**config.mk**
```make
export PLATFORM = sky130hd
export DESIGN_NAME = motor_executor
export DESIGN_NICKNAME = d
export VERILOG_FILES = /design/src/rtl/motor_pkg.sv /design/src/rtl/motor_executor_pwm_gen.sv /design/src/rtl/motor_executor.sv
export SDC_FILE = /design/constraint.sdc
export NUM_CORES = 1
export LEC_CHECK = 0
export CAP_MARGIN = 15
export CORE_MARGIN = 3
export CORE_UTILIZATION = 40
export CTS_BUF_LIST = sky130_fd_sc_hd__clkbuf_2 sky130_fd_sc_hd__clkbuf_4 sky130_fd_sc_hd__clkbuf_8
export DETAILED_ROUTE_END_ITERATION = 12
export PLACE_DENSITY_LB_ADDON = 0.1
export SYNTH_ARGS = -nofsm -noshare
export SYNTH_HDL_FRONTEND = slang
export SYNTH_SLANG_ARGS = --single-unit
```
**constraint.sdc**
```tcl
create_clock -name clk -period 8.4 [get_ports clk]
set_clock_uncertainty 0.2 [all_clocks]
set_input_delay 1.68 -clock clk [delete_from_list [all_inputs] [get_ports clk]]
set_output_delay 1.68 -clock clk [all_outputs]
set_load 0.05 [all_outputs]
```
**src/rtl/motor_pkg.sv**
```systemverilog
// Shared motor types: direction/torque encodings and executor state.
// Also used by the direction/torque display decoders.
package motor_pkg;

    typedef enum logic [1:0] {
        DIR_FWD   = 2'b00,
        DIR_REV   = 2'b01,
        DIR_LEFT  = 2'b10,
        DIR_RIGHT = 2'b11
    } dir_t;

    typedef logic [1:0] torque_t;

    typedef enum logic [1:0] {
        IDLE  = 2'd0,
        RUN   = 2'd1,
        BRAKE = 2'd2
    } exec_state_t;

    typedef struct packed {
        torque_t torque;
        dir_t    dir;
    } instr_t;

    // Returns {left_dir, right_dir}; 1 = wheel turns forward.
    function automatic logic [1:0] dir_decode(input dir_t d);
        dir_decode = 2'b00;
        case (d)
            DIR_FWD:   dir_decode = 2'b11;
            DIR_REV:   dir_decode = 2'b00;
            DIR_LEFT:  dir_decode = 2'b01;
            DIR_RIGHT: dir_decode = 2'b10;
            default:   dir_decode = 2'b00;
        endcase
    endfunction

endpackage

```
**src/rtl/motor_executor_pwm_gen.sv**
```systemverilog
// Free-running PWM with a registered output, computed from the next-cycle
// counter value so the output lines up with the cycle `enable` refers to.
module pwm_gen #(
    parameter int PWM_BITS = 8
) (
    input  logic              clk,
    input  logic              rst,
    input  logic              clear,
    input  logic              enable,
    input  logic [PWM_BITS:0] duty,
    output logic              pwm
);

    logic [PWM_BITS-1:0] cnt_q, cnt_d;
    logic                pwm_q, pwm_d;

    always_comb begin
        cnt_d = cnt_q;
        if (clear) begin
            cnt_d = '0;
        end else if (enable) begin
            cnt_d = cnt_q + PWM_BITS'(1);
        end
        pwm_d = enable && ({1'b0, cnt_d} < duty);
    end

    always_ff @(posedge clk or posedge rst) begin
        if (rst) begin
            cnt_q <= '0;
            pwm_q <= 1'b0;
        end else begin
            cnt_q <= cnt_d;
            pwm_q <= pwm_d;
        end
    end

    assign pwm = pwm_q;

endmodule

```
**src/rtl/motor_executor.sv**
```systemverilog
// Consumes one {torque, dir} instruction per handshake, drives both wheels
// for a fixed run time, brakes for a dead time, then pulses done.
module motor_executor
    import motor_pkg::*;
#(
    parameter int PWM_BITS    = 8,
    parameter int RUN_CYCLES  = 50_000_000,
    parameter int DEAD_CYCLES = 50_000
) (
    input  logic       clk,
    input  logic       rst,
    input  logic       in_valid,
    input  logic [3:0] in_instr,
    output logic       in_ready,
    input  logic       abort,
    output logic       left_pwm,
    output logic       left_dir,
    output logic       right_pwm,
    output logic       right_dir,
    output logic       busy,
    output logic       done
);

    localparam int RUN_W  = (RUN_CYCLES  > 1) ? $clog2(RUN_CYCLES)  : 1;
    localparam int DEAD_W = (DEAD_CYCLES > 1) ? $clog2(DEAD_CYCLES) : 1;
    localparam logic [RUN_W-1:0]  RUN_LAST  = RUN_W'(RUN_CYCLES - 1);
    localparam logic [DEAD_W-1:0] DEAD_LAST = DEAD_W'(DEAD_CYCLES - 1);

    exec_state_t       state_q, state_d;
    logic [RUN_W-1:0]  run_cnt_q, run_cnt_d;
    logic [DEAD_W-1:0] dead_cnt_q, dead_cnt_d;
    instr_t            instr_q, instr_d;
    logic [1:0]        dirs_q, dirs_d;
    logic              busy_q, busy_d;
    logic              done_q, done_d;
    logic              accept;
    logic [PWM_BITS:0] duty;
    logic              pwm;

    assign in_ready = (state_q == IDLE) && !abort && !rst;
    assign accept   = in_valid && in_ready;

    always_comb begin
        state_d    = state_q;
        run_cnt_d  = run_cnt_q;
        dead_cnt_d = dead_cnt_q;
        instr_d    = instr_q;
        dirs_d     = dirs_q;
        done_d     = 1'b0;
        case (state_q)
            IDLE: begin
                if (accept) begin
                    state_d   = RUN;
                    run_cnt_d = '0;
                    instr_d   = instr_t'(in_instr);
                    dirs_d    = dir_decode(dir_t'(in_instr[1:0]));
                end
            end
            RUN: begin
                if (abort || run_cnt_q == RUN_LAST) begin
                    state_d    = BRAKE;
                    dead_cnt_d = '0;
                end else begin
                    run_cnt_d = run_cnt_q + RUN_W'(1);
                end
            end
            BRAKE: begin
                if (dead_cnt_q == DEAD_LAST) begin
                    state_d = IDLE;
                    done_d  = 1'b1;
                end else begin
                    dead_cnt_d = dead_cnt_q + DEAD_W'(1);
                end
            end
            default: state_d = IDLE;
        endcase
        busy_d = (state_d != IDLE);
    end

    // Duty uses the torque that will be in force next cycle so the first
    // RUN cycle already sees the newly accepted value.
    assign duty = ({{(PWM_BITS-1){1'b0}}, instr_d.torque} + (PWM_BITS+1)'(1)) << (PWM_BITS-2);

    always_ff @(posedge clk or posedge rst) begin
        if (rst) begin
            state_q    <= IDLE;
            run_cnt_q  <= '0;
            dead_cnt_q <= '0;
            instr_q    <= '0;
            dirs_q     <= '0;
            busy_q     <= 1'b0;
            done_q     <= 1'b0;
        end else begin
            state_q    <= state_d;
            run_cnt_q  <= run_cnt_d;
            dead_cnt_q <= dead_cnt_d;
            instr_q    <= instr_d;
            dirs_q     <= dirs_d;
            busy_q     <= busy_d;
            done_q     <= done_d;
        end
    end

    pwm_gen #(
        .PWM_BITS(PWM_BITS)
    ) u_pwm_gen (
        .clk   (clk),
        .rst   (rst),
        .clear (accept),
        .enable(state_d == RUN),
        .duty  (duty),
        .pwm   (pwm)
    );

    assign left_pwm  = pwm;
    assign right_pwm = pwm;
    assign left_dir  = dirs_q[1];
    assign right_dir = dirs_q[0];
    assign busy      = busy_q;
    assign done      = done_q;

endmodule

```
==> qor.txt, run 1 <==
=================================================================================
Most common flop cell mapped by yosys                                     dfrtp_1
Async set-or-reset flop fraction in the synthesized netlist                  100%
Ratio of total power to cell area                                      234 nW/µm²
Number of nets in the layout                                                  364
Crit path max fanout                                                            3
Detailed-placement wirelength estimate                                    4210 µm
First-pass GRT wire length                                               11800 µm
Cell with the most instances after synthesis                              dfrtp_1
Met1 Usage GRT                                                              23.6%
Syn nets                                                                      351
Largest delay contributor family on the critical path                buffers and inverters
Number of flip-flops and latches in the synthesized netlist                    59
Most repeated library cell on the critical path                      clkdlybuf4s50_1
Maximum root-to-sink buffer count                                               2
Synth cell types                                                               48
Count of cells along the worst register-to-register path                        9
Met2 Usage GRT                                                              24.6%
Slew Limit Headroom                                                         49.3%
Largest area contributor in the netlist                                   dfrtp_1
Worst Path Arrival                                                        3.34 ns
CP Capture Type                                                      primary output
DIE AREA                                                                 9080 µm²
Routed wire per std cell                                                  14.5 µm
Result of the run                                                       completed
Sink Count                                                                     59
Clock-pin slew on the worst setup and hold paths                          0.07 ns
Most instantiated cells after synthesis                              dfrtp_1, nor2_1, nand2_1
Standard cell with the maximum stage delay on the critical path      clkdlybuf4s50_1
Std-Cell Core Area                                                       7490 µm²
Combinational fraction of design power                                      25.1%
Fraction of the yosys area taken by sequential cells                        46.3%
Final Hold Violating Endpoints                                                  0
Average instance area after synthesis                                    9.49 µm²
Average vias per placed instance                                             5.25
Internal power contribution                                            0.000543 W
Yosys warnings                                                                  0
Share of cells above drive strength 1                                       8.78%
Cell area after synthesis                                                3190 µm²
Area of all sequential standard cells                                    1480 µm²
Area used by multi-input combinational logic                             1570 µm²
# Post-CTS Setup Buffers                                                        0
Met3 track demand over resource                                             3.95%
Inserted Clock Buffers                                                          9
Leak                                                                      1.45 nW
Largest cells by area after synthesis                                dfrtp_1, xnor2_1, nor2_1
Worst Setup Start Kind                                               primary input
Via count of the first global-routing pass                                   2446
Post-layout instance area                                                3570 µm²
Endpoint required time on the critical path                               6.52 ns
Initial standard-cell utilization of the core                               42.6%
Pin count of the biggest net entering global routing                           60
Die Width                                                                 95.3 µm
Setup TNS                                                                    0 ns
Worst Hold Depth                                                                2
Power consumption                                                      0.000836 W
Count of buffer and inverter cells on the critical path                         2
TritonCTS clock tree                                                          yes
Area Growth Syn to Fin                                                      12.1%
Seq pwr share                                                               46.3%
Hold-fix buffer count after cts                                                 0
Total track usage                                                           16.6%
Worst setup path category                                            primary input to primary output
Initial DRT Pass Iterations                                                     4
Number of antenna violations at the first check in global routing               0
Total via count after detailed routing                                       2373
GP Congestion                                                               0.770
Setup Viol. Count Final                                                         0
Maximum capacitance violations                                                  0
Die H                                                                     95.3 µm
Total Routed Length                                                       6540 µm
Switching power share of the total                                          35.1%
Number of enable flip-flop cells after synthesis                                0
Time the worst path needs with I/O delays and setup                       5.22 ns
Clock Power Share                                                           28.6%
Buffers added on ports                                                         14
Ordered list of cells on the worst path                              clkdlybuf4s50_1, nor4_2, clkdlybuf4s50_1
Number of top-level pins                                                       15
Post-detailed-route count of antenna-violating nets                             0
Delay of the slowest critical-path stage                                  0.86 ns
Post-CTS resize count                                                           0
Number of H-tree levels                                                         3
Register-to-register path setup slack                                     5.48 ns
Clock latency of the later-clocked register in the worst-skew pair        0.33 ns
Setup repair after global routing missed its margin                         false
Violation count after the first detailed-route iteration                       83
Gr busiest metal                                                             met2
Share of the cycle needed by the critical path after routing                62.1%
Transition time of the tightest slew-check pin                           0.761 ns
Detailed-route DRC error count                                                  0
Net switching component of the power                                   0.000293 W
Util after Layout                                                           47.8%
Final Max Tran Viols                                                            0
Share of Yosys cell area claimed by the top area cell type                  46.3%
Clock Root Buffer                                                        clkbuf_8
Synth Instances                                                               336
FMAX                                                                    0.192 GHz
Stages on the worst setup path                                                  3
Layout fillers                                                                716
Type of the most critical hold path                                  register to register
Cell Area, Placed                                                        3390 µm²
Worst IR drop on VDD                                                     0.162 mV
Std-Cell Rows                                                                  31
Final global-route overflow total                                               0
# diodes                                                                        0
=================================================================================
-- placed cells by master (no fill, tap or decap), types with 3 or more instances in the layout --
cell type / instances
a2111oi_0: 3
a211oi_1: 9
a21oi_1: 9
and3_1: 5
buf_4: 4
clkbuf_8: 12
clkdlybuf4s50_1: 14
dfrtp_1: 59
ha_1: 7
inv_1: 13
nand2_1: 33
nand2b_1: 5
nand3_1: 23
nand4_1: 8
nor2_1: 45
nor3_1: 8
nor4_1: 8
o21ai_0: 8
or3_1: 3
or4_1: 3
xnor2_1: 32
xor2_1: 6
-- path summary, 6_finish.rpt --
kind,start,endpoint
min in group asynchronous,rst,busy$_DFF_PP0_
max in group asynchronous,rst,run_cnt_q[13]$_DFFE_PP0P_
max,rst,in_ready
min,dirs_q[0]$_DFFE_PP0P_,dirs_q[0]$_DFFE_PP0P_
max reg2reg,run_cnt_q[0]$_DFFE_PP0P_,u_pwm_gen.pwm$_DFF_PP0_
min reg2reg,dirs_q[0]$_DFFE_PP0P_,dirs_q[0]$_DFFE_PP0P_
-- worst register-to-register path, cell delays in order, from the launching register on --
cell and delay, ns:
dfrtp_1 0.41, ha_1 0.24, and3_2 0.28, nand2_2 0.10, o41ai_4 0.38, buf_4 0.40, and2_0 0.43, inv_1 0.16
o21ai_0 0.10, o41ai_1 0.09
-- cell type report --
type                    count  area share, %
inverters                  14           1.47
clock inverters             2          0.280
multi-input cells         247           43.9
flip-flops and latches     59           41.3
repair buffers             18           4.76
well taps                  99           3.47
clock buffers              13           4.83
-- power groups by stage --
| stage | sequential (W) | clock [W] | combinational [W] |
|---|---|---|---|
| after floorplan | 0.000411 | 0 | 0.000139 |
| after global placement | 0.000392 | 0 | 0.000210 |
| after detailed placement | 0.000392 | 0 | 0.000213 |
| after CTS | 0.000387 | 0.000249 | 0.000213 |
| after global routing | 0.000396 | 0.000261 | 0.000238 |
| final | 0.000387 | 0.000239 | 0.000210 |
-- metrics by stage --
stage | worst slack (ns) | hold WS [ns] | instances
2_1_floorplan | 3.73 | 0.244 | 336
3_3_place_gp | 3.18 | 0.251 | 437
3_5_place_dp | 3.18 | 0.260 | 437
4_1_cts | 3.17 | 0.276 | 452
5_1_grt | 3.12 | 0.312 | 452
6_report | 3.18 | 0.265 | 452
-- per-layer routing --
layer | part of all wire, % | vias to the layer above
met5 | 0 | -
met4 | 1.5 | 0
met1 | 53 | 1142
met3 | 2.8 | 8
li1 | - | 1192
met2 | 43 | 31
-- state kept, by name (all words and copies together), names as in the netlist --
name and cells:
run_cnt_q 26, instr_q 2, u_pwm_gen.pwm 1, u_pwm_gen.cnt_q 8, done 1, dead_cnt_q 16
state_q 2, busy 1, dirs_q 2
-- cell families after synthesis --
group	share of synthesized area, %
AO/OA/AOI/OAI	10.2
adder cells (fa/ha/maj)	2.75
XOR/XNOR	10.4
AND/OR/NAND/NOR	25.2
multiplexers	0.628
buffers and inverters	4.47
flip-flops	46.3
Note: power is estimated with default switching activity, not from simulation.
==> inputs of run 2 (changes only) <==
- clock period: 8.4 -> 4.6 ns (I/O delays scaled with it)
==> qor.txt, run 2 (synthesized netlist as in run 1, its figures left out) <==
=================================================================================
Result of the run                                                       completed
Number of top-level pins                                                       15
Maximum capacitance violations                                                  0
# Post-CTS Setup Buffers                                                        0
Die Width                                                                 95.3 µm
Maximum root-to-sink buffer count                                               2
Standard cell with the maximum stage delay on the critical path      clkdlybuf4s50_1
Setup repair after global routing missed its margin                         false
Detailed-placement wirelength estimate                                    4480 µm
Endpoint required time on the critical path                               3.48 ns
Largest registers ranked by flip-flop count                          run_cnt_q x26, dead_cnt_q x16, u_pwm_gen.cnt_q x8
Buffers added on ports                                                         14
Total via count after detailed routing                                       2409
Most repeated library cell on the critical path                      clkdlybuf4s50_1
Std-Cell Core Area                                                       7490 µm²
Die H                                                                     95.3 µm
Clock latency of the later-clocked register in the worst-skew pair        0.34 ns
Routed wire per std cell                                                  14.7 µm
Violation count after the first detailed-route iteration                      116
TritonCTS clock tree                                                          yes
Leading cell types in the layout, fill and taps excluded             dfrtp_1, nor2_1, nand2_1, xnor2_1, nand3_1
Setup TNS                                                                    0 ns
Slew Limit Headroom                                                         51.9%
Transition time of the tightest slew-check pin                           0.716 ns
Worst setup path category                                            primary input to primary output
Hold-fix buffer count after cts                                                 0
Final global-route overflow total                                               0
Share of the cycle needed by the critical path after routing                80.7%
Largest delay contributor family on the critical path                buffers and inverters
Final Hold Violating Endpoints                                                  0
Area used by multi-input combinational logic                             1570 µm²
Share of cells above drive strength 1                                       9.04%
Clock-pin slew on the worst setup and hold paths                          0.07 ns
Post-detailed-route count of antenna-violating nets                             0
Inserted Clock Buffers                                                          9
Delay of the slowest critical-path stage                                  0.87 ns
Pin count of the biggest net entering global routing                           35
Worst Path Arrival                                                        2.59 ns
GP Congestion                                                               0.763
Via count of the first global-routing pass                                   2366
Most common library cell in the layout ignoring fill and taps             dfrtp_1
Sink Count                                                                     59
Worst Setup Start Kind                                               primary input
Average vias per placed instance                                             5.32
Ordered list of cells on the worst path                              clkdlybuf4s50_1, nor4_2, clkdlybuf4s50_1
Most flop-heavy register                                                run_cnt_q
Detailed-route DRC error count                                                  0
Ratio of total power to cell area                                      447 nW/µm²
Post-CTS resize count                                                           0
Number of nets in the layout                                                  364
Time the worst path needs with I/O delays and setup                       3.71 ns
Crit path max fanout                                                            3
Layout fillers                                                                708
Count of buffer and inverter cells on the critical path                         2
FMAX                                                                    0.269 GHz
Clock Root Buffer                                                        clkbuf_8
Power consumption                                                       0.00161 W
Total track usage                                                           16.4%
Number of flip-flops under the largest register name                           26
Std-Cell Rows                                                                  31
Type of the most critical hold path                                  register to register
Initial DRT Pass Iterations                                                     4
Number of antenna violations at the first check in global routing               0
First-pass GRT wire length                                               11400 µm
Number of H-tree levels                                                         3
Setup Viol. Count Final                                                         0
Leak                                                                      1.47 nW
# diodes                                                                        0
Area Growth Syn to Fin                                                      13.0%
Total Routed Length                                                       6650 µm
CP Capture Type                                                      primary output
Final Max Tran Viols                                                            0
Worst IR drop on VDD                                                     0.270 mV
Initial standard-cell utilization of the core                               42.6%
Area of all sequential standard cells                                    1480 µm²
DIE AREA                                                                 9080 µm²
=================================================================================
## run 2: cell count changes in the layout (fill, tap and decap cells not counted)
cell and change:
clkinv_2 +2, bufinv_16 +2, clkbuf_8 -3
## run 2: area by class of cell
class                           instances  area share [%]
Inverter                               14            1.46
Clock buffer                           10            3.65
Timing Repair Buffer                   18            4.72
Multi-Input combinational cell        247            43.5
Clock inverter                          6            2.22
Sequential cell                        59            41.0
Tap cell                               99            3.44
## run 2: worst paths after layout
check	depth (start not counted)	to	startpoint	slack, ns
hold / removal	2	dirs_q[0]$_DFFE_PP0P_	dirs_q[0]$_DFFE_PP0P_	0.27
min in group asynchronous	2	state_q[1]$_DFF_PP0_	rst	0.85
setup / recovery	3	in_ready	rst	0.89
hold reg to reg	2	dirs_q[0]$_DFFE_PP0P_	dirs_q[0]$_DFFE_PP0P_	0.27
max in group asynchronous	3	run_cnt_q[10]$_DFFE_PP0P_	rst	2.52
setup reg to reg	9	u_pwm_gen.pwm$_DFF_PP0_	run_cnt_q[0]$_DFFE_PP0P_	1.56
## run 2: tightest hold or removal path, stage by stage, from the launching register on
cell and delay [ns]:
dfrtp_1 0.34, nand2_1 0.05, nand2_1 0.05
## run 2: per-layer routing
metal / global-route usage, % / wire length, µm / vias up
li1: - / - / 1199
met1: 23.0 / 3450 / 1164
met2: 23.8 / 2890 / 38
met3: 4.97 / 211 / 8
met4: 6.13 / 98 / 0
met5: 0 / 0 / -
## run 2: power by group
group / switching, W / total (W) / internal, W
Clock: 0.000209 / 0.000517 / 0.000307
Combinational: 0.000249 / 0.000387 / 0.000139
Sequential: 0.0000961 / 0.000708 / 0.000612
## run 2: metrics by stage
step / utilization, % / hold WS [ns] / area, µm² / cells / setup WS, ns
after global routing: 48.1 / 0.311 / 3600 / 453 / 0.814
after global placement: 45.3 / 0.251 / 3390 / 437 / 0.890
final: 48.1 / 0.271 / 3600 / 453 / 0.886
after detailed placement: 45.3 / 0.261 / 3390 / 437 / 0.879
after floorplan: - / 0.244 / 3190 / 336 / 0.689
after CTS: 48.1 / 0.278 / 3600 / 453 / 0.868
